## src/rtl/muldiv_unit.sv

```systemverilog
// Iterative radix-2 multiply/divide unit with MIPS-style HI/LO result registers.
// One shift-add or restoring-divide step per clock; result committed on entry to DONE.
module muldiv_unit #(
  parameter int unsigned WIDTH = 32
) (
  input  logic             clk,
  input  logic             reset,
  input  logic             start,
  input  logic [1:0]       op,
  input  logic [WIDTH-1:0] a,
  input  logic [WIDTH-1:0] b,
  input  logic             hi_we,
  input  logic             lo_we,
  input  logic [WIDTH-1:0] wdata,
  output logic             busy,
  output logic             done,
  output logic             div_by_zero,
  output logic [WIDTH-1:0] hi,
  output logic [WIDTH-1:0] lo
);

  localparam int unsigned CW = $clog2(WIDTH + 1);

  localparam logic [1:0] IDLE = 2'd0;
  localparam logic [1:0] RUN  = 2'd1;
  localparam logic [1:0] DONE = 2'd2;

  logic [1:0]         state_q;
  logic [CW-1:0]      cnt_q;
  logic [1:0]         op_q;
  logic [2*WIDTH-1:0] acc_q;
  logic [WIDTH-1:0]   opnd_q;
  logic [WIDTH-1:0]   a_q;
  logic               neg_q;
  logic               neg_rem_q;
  logic               dz_q;
  logic [WIDTH-1:0]   hi_q;
  logic [WIDTH-1:0]   lo_q;

  logic               sa, sb;
  logic [WIDTH-1:0]   mag_a, mag_b;
  logic [WIDTH:0]     sum;
  logic [WIDTH:0]     trial;
  logic [2*WIDTH-1:0] mul_next, div_next;
  logic [2*WIDTH-1:0] prod;
  logic [WIDTH-1:0]   quo, rem;
  logic               opnd_zero;

  always_comb begin
    sa    = op[0] & a[WIDTH-1];
    sb    = op[0] & b[WIDTH-1];
    mag_a = sa ? -a : a;
    mag_b = sb ? -b : b;

    // Multiply: acc = {partial product, remaining multiplier bits}, shifting right.
    sum      = {1'b0, acc_q[2*WIDTH-1:WIDTH]} + {1'b0, opnd_q};
    mul_next = acc_q[0] ? {sum, acc_q[WIDTH-1:1]} : {1'b0, acc_q[2*WIDTH-1:1]};

    // Divide: acc = {partial remainder, remaining dividend bits}, shifting left.
    trial    = acc_q[2*WIDTH-1:WIDTH-1] - {1'b0, opnd_q};
    div_next = trial[WIDTH] ? {acc_q[2*WIDTH-2:0], 1'b0}
                            : {trial[WIDTH-1:0], acc_q[WIDTH-2:0], 1'b1};

    prod      = neg_q ? -acc_q : acc_q;
    quo       = neg_q ? -acc_q[WIDTH-1:0] : acc_q[WIDTH-1:0];
    rem       = neg_rem_q ? -acc_q[2*WIDTH-1:WIDTH] : acc_q[2*WIDTH-1:WIDTH];
    opnd_zero = (opnd_q == '0);
  end

  always_ff @(posedge clk) begin
    if (reset) begin
      state_q   <= IDLE;
      cnt_q     <= '0;
      op_q      <= '0;
      acc_q     <= '0;
      opnd_q    <= '0;
      a_q       <= '0;
      neg_q     <= 1'b0;
      neg_rem_q <= 1'b0;
      dz_q      <= 1'b0;
      hi_q      <= '0;
      lo_q      <= '0;
    end else begin
      if (state_q != RUN) begin
        if (hi_we) hi_q <= wdata;
        if (lo_we) lo_q <= wdata;
      end
      case (state_q)
        RUN: begin
          if (cnt_q == CW'(WIDTH)) begin
            state_q <= DONE;
            if (!op_q[1]) begin
              hi_q <= prod[2*WIDTH-1:WIDTH];
              lo_q <= prod[WIDTH-1:0];
            end else if (opnd_zero) begin
              hi_q <= a_q;
              lo_q <= '1;
              dz_q <= 1'b1;
            end else begin
              hi_q <= rem;
              lo_q <= quo;
            end
          end else begin
            acc_q <= op_q[1] ? div_next : mul_next;
            cnt_q <= cnt_q + CW'(1);
          end
        end
        default: begin
          if (start) begin
            state_q   <= RUN;
            op_q      <= op;
            acc_q     <= {{WIDTH{1'b0}}, (op[1] ? mag_a : mag_b)};
            opnd_q    <= op[1] ? mag_b : mag_a;
            a_q       <= a;
            neg_q     <= sa ^ sb;
            neg_rem_q <= sa;
            cnt_q     <= '0;
            dz_q      <= 1'b0;
          end else begin
            state_q <= IDLE;
          end
        end
      endcase
    end
  end

  assign busy        = (state_q == RUN);
  assign done        = (state_q == DONE);
  assign div_by_zero = dz_q;
  assign hi          = hi_q;
  assign lo          = lo_q;

endmodule

```

## config.mk

```make
export PLATFORM = sky130hd
export DESIGN_NAME = muldiv_unit
export DESIGN_NICKNAME = d
export VERILOG_FILES = /design/src/rtl/muldiv_unit.sv
export SDC_FILE = /design/constraint.sdc
export NUM_CORES = 1
export LEC_CHECK = 0
export CAP_MARGIN = 20
export CORE_MARGIN = 8
export CORE_UTILIZATION = 49
export DETAILED_ROUTE_END_ITERATION = 8
export MAX_ROUTING_LAYER = met4
export PLACE_DENSITY = 0.73
export SYNTH_ARGS = -nofsm -noshare
export SYNTH_HDL_FRONTEND = slang
export SYNTH_SLANG_ARGS = --single-unit
```

## constraint.sdc

```tcl
create_clock -name clk -period 3.6 [get_ports clk]
set_input_delay 0.36 -clock clk [delete_from_list [all_inputs] [get_ports clk]]
set_output_delay 0.36 -clock clk [all_outputs]
set_load 0.01 [all_outputs]
```

==> summary.md <==
| Metric | Value |
|---|---|
| Avg WL per Cell | 24.0 um |
| Ys flop type | dfxtp_1 |
| Routed WL | 70,500 um |
| Clock tree from TritonCTS | built |
| Syn nets | 2,511 |
| Starting density of the core | 49.7% |
| DR iter-0 viols | 2,743 |
| Final setup fails | 0 |
| Arrival @ worst endpoint | 3.95 ns |
| CP Max Fanout | 3 |
| Fmax | 286 MHz |
| Via/cell ratio | 6.52 |
| Synth area leader | dfxtp_1 |
| Cell Area, Synth | 17,200 um^2 |
| Violated checks | DRC |
| Clock slew at reported path FFs | 0.06 ns |
| Count leader, synth | nand2_1 |
| RSZ-0062 raised after global routing | false |
| Critical Path End Type | register |
| Die Ht | 203 um |
| Mapped Cells | 2,336 |
| MaxCap Viol Count | 0 |
| DP Worst Slack | 0.180 ns |
| Initial antenna violation count | 0 |
| Cell area after layout | 20,700 um^2 |
| Worst clock skew | 0.0163 ns |
| Synth Register Bits | 204 |
| Post-CTS Resized | 0 |
| Core area | 34,500 um^2 |
| Post-synth EDFFs | 0 |
| CTS root buffer | clkbuf_16 |
| Top-area cell type share of the netlist area | 23.8% |
| Pwr dens | 386 nW/um^2 |
| List of most frequent post-synthesis cells | nand2_1, a21oi_1, dfxtp_1, nor2_1, clkbuf_1 |
| R2R depth | 13 |
| Share of the yosys chip area belonging to registers | 23.8% |
| Leakage | 8.20 nW |
| Vias | 19,200 |
| Largest net degree at the start of global routing | 99 |
| CTS Sinks | 204 |
| Worst skew pair latency | 0.55 ns |
| Final period utilization | 97.2% |
| Fin util | 59.8% |
| CTS Buffer Depth | 3 |
| GPL Wtd Cong | 1.15 |
| Share of cells above drive strength 1 | 8.88% |
| Vias in the first global route | 17,800 |
| Status | finished with violations |
| Met3 WL | 8750 um |
| Hold crit path type | input pin to register |
| Fin Hold WS | 0.145 ns |
| Worst setup margin | 0.0991 ns |
| GRT overflow | 0 |
| Remaining DRCs | 9 |
| Worst hold stages | 2 |
| Post-placement cell area | 19,700 um^2 |
| Final Hold Viols | 0 |
| First-pass GRT wire length | 107,000 um |
| Setup TNS | 0 ns |
| H-tree depth | 1 |
| ANT nets after route | 0 |
| Min Tclk post-route | 3.50 ns |
| Layout area overhead | 20.4% |
| Highest routed layer | met4 |
| Crit Path Category | register to register |
| Avg Inst Size Synth | 7.34 um^2 |
| IO Pins | 170 |
| N_diodes | 0 |
| Std cell rows | 68 |
| Global Route Usage Sum | 33.3% |
| TritonCTS Buffers | 25 |
| Tightest Pin Transition | 1.07 ns |
| Dpl hpwl | 54,000 um |
| Asr flop ratio synth | 0% |
| Peak supply drop | 0.354 mV |
| TritonRoute pass-1 iters | 9 |
| Req. time, crit path | 4.05 ns |
| Yosys warning count | 0 |
| Die area | 41,300 um^2 |
| Metal-1 WL | 29,300 um |
| Synth cell types | 78 |
| Relative slew slack | 28.6% |
| # nets final | 2,646 |
| Hold buffer count at cts | 0 |
| Die X | 203 um |
| Total setup buffers inserted after CTS | 0 |
| Port Buffers | 169 |
| Final Max Tran Viols | 0 |
| Startpoint types | register |
| Main area contributors after synthesis | dfxtp_1, a21oi_1, nand2_1 |
| Met2 wire length | 29,300 um |
## metrics by stage
stage               cells  power, mW
global placement     2897       5.09
global route         2944       8.26
floorplan            2336       4.13
detailed placement   2897       5.13
finish               2944       7.97
CTS                  2942       7.87
## power by group
group,switching (mW),internal (mW)
sequential,0.174,2.41
clock,1.07,1.70
combinational,1.58,1.04
total,2.83,5.14
## worst max-delay path, cell delays in order (launching register included)
cell and delay, ns:
dfxtp_1 0.35, inv_1 0.16, ha_1 0.27, fa_1 0.40, nor2b_1 0.23, o31a_1 0.19, buf_4 0.13, o21a_1 0.15
o2111ai_1 0.25, a2111oi_0 0.52, nor2_1 0.17, xnor2_1 0.24, o221ai_1 0.15, a211oi_1 0.23
## registers in the layout (all words and copies together) (netlist names)
register and count:
div_by_zero 1, lo 32, neg_rem_q 1, cnt_q 6, hi 32, op_q 1, neg_q 1, a_q 32
state_q 2, acc_q 64, opnd_q 32
## placed cells by master (no fill, tap or decap), types with 43 or more instances in the layout
cell type	synthesis	routed
nor2_1	200	197
buf_4	0	125
xor2_1	114	113
inv_1	64	64
nor3_1	51	51
mux2i_1	100	100
nand2_1	277	276
xnor2_1	83	82
dfxtp_1	204	202
clkdlybuf4s50_1	0	167
a211oi_1	63	63
a21oi_1	222	221
o21ai_0	162	161
ha_1	70	70
nand3_1	43	43
## metal layers
| layer | up-vias | GRT usage, % |
|---|---|---|
| met5 | - | - |
| met4 | 0 | 13.2 |
| met3 | 193 | 7.92 |
| met2 | 1282 | 48.1 |
| met1 | 8941 | 44.3 |
| li1 | 8766 | - |
## final timing paths
| kind | from | to | slack, ns |
|---|---|---|---|
| hold / removal | reset | cnt_q[1] | 0.15 |
| hold reg to reg | a_q[2] | a_q[2] | 0.46 |
| setup reg to reg | acc_q[31] | acc_q[58] | 0.1 |
| setup / recovery | acc_q[31] | acc_q[58] | 0.1 |
## cell families after synthesis
family | count (synthesis) | share of synthesized area (%)
mux | 108 | 6.36
xor+xnor | 197 | 10.1
fa+ha+maj | 72 | 5.34
compound gates | 757 | 28.6
flops | 204 | 23.8
buf+inv | 256 | 5.66
simple gates | 742 | 20.2
## area by class of cell
type	count	area (um^2)
Multi-Input combinational cell	1876	12100
Inverter	65	244
Timing Repair Buffer	299	2720
Sequential cell	204	4090
Fill cell	3235	13900
Clock inverter	13	204
Tap cell	455	569
Clock buffer	32	682
(Power assumes the default switching activity.)
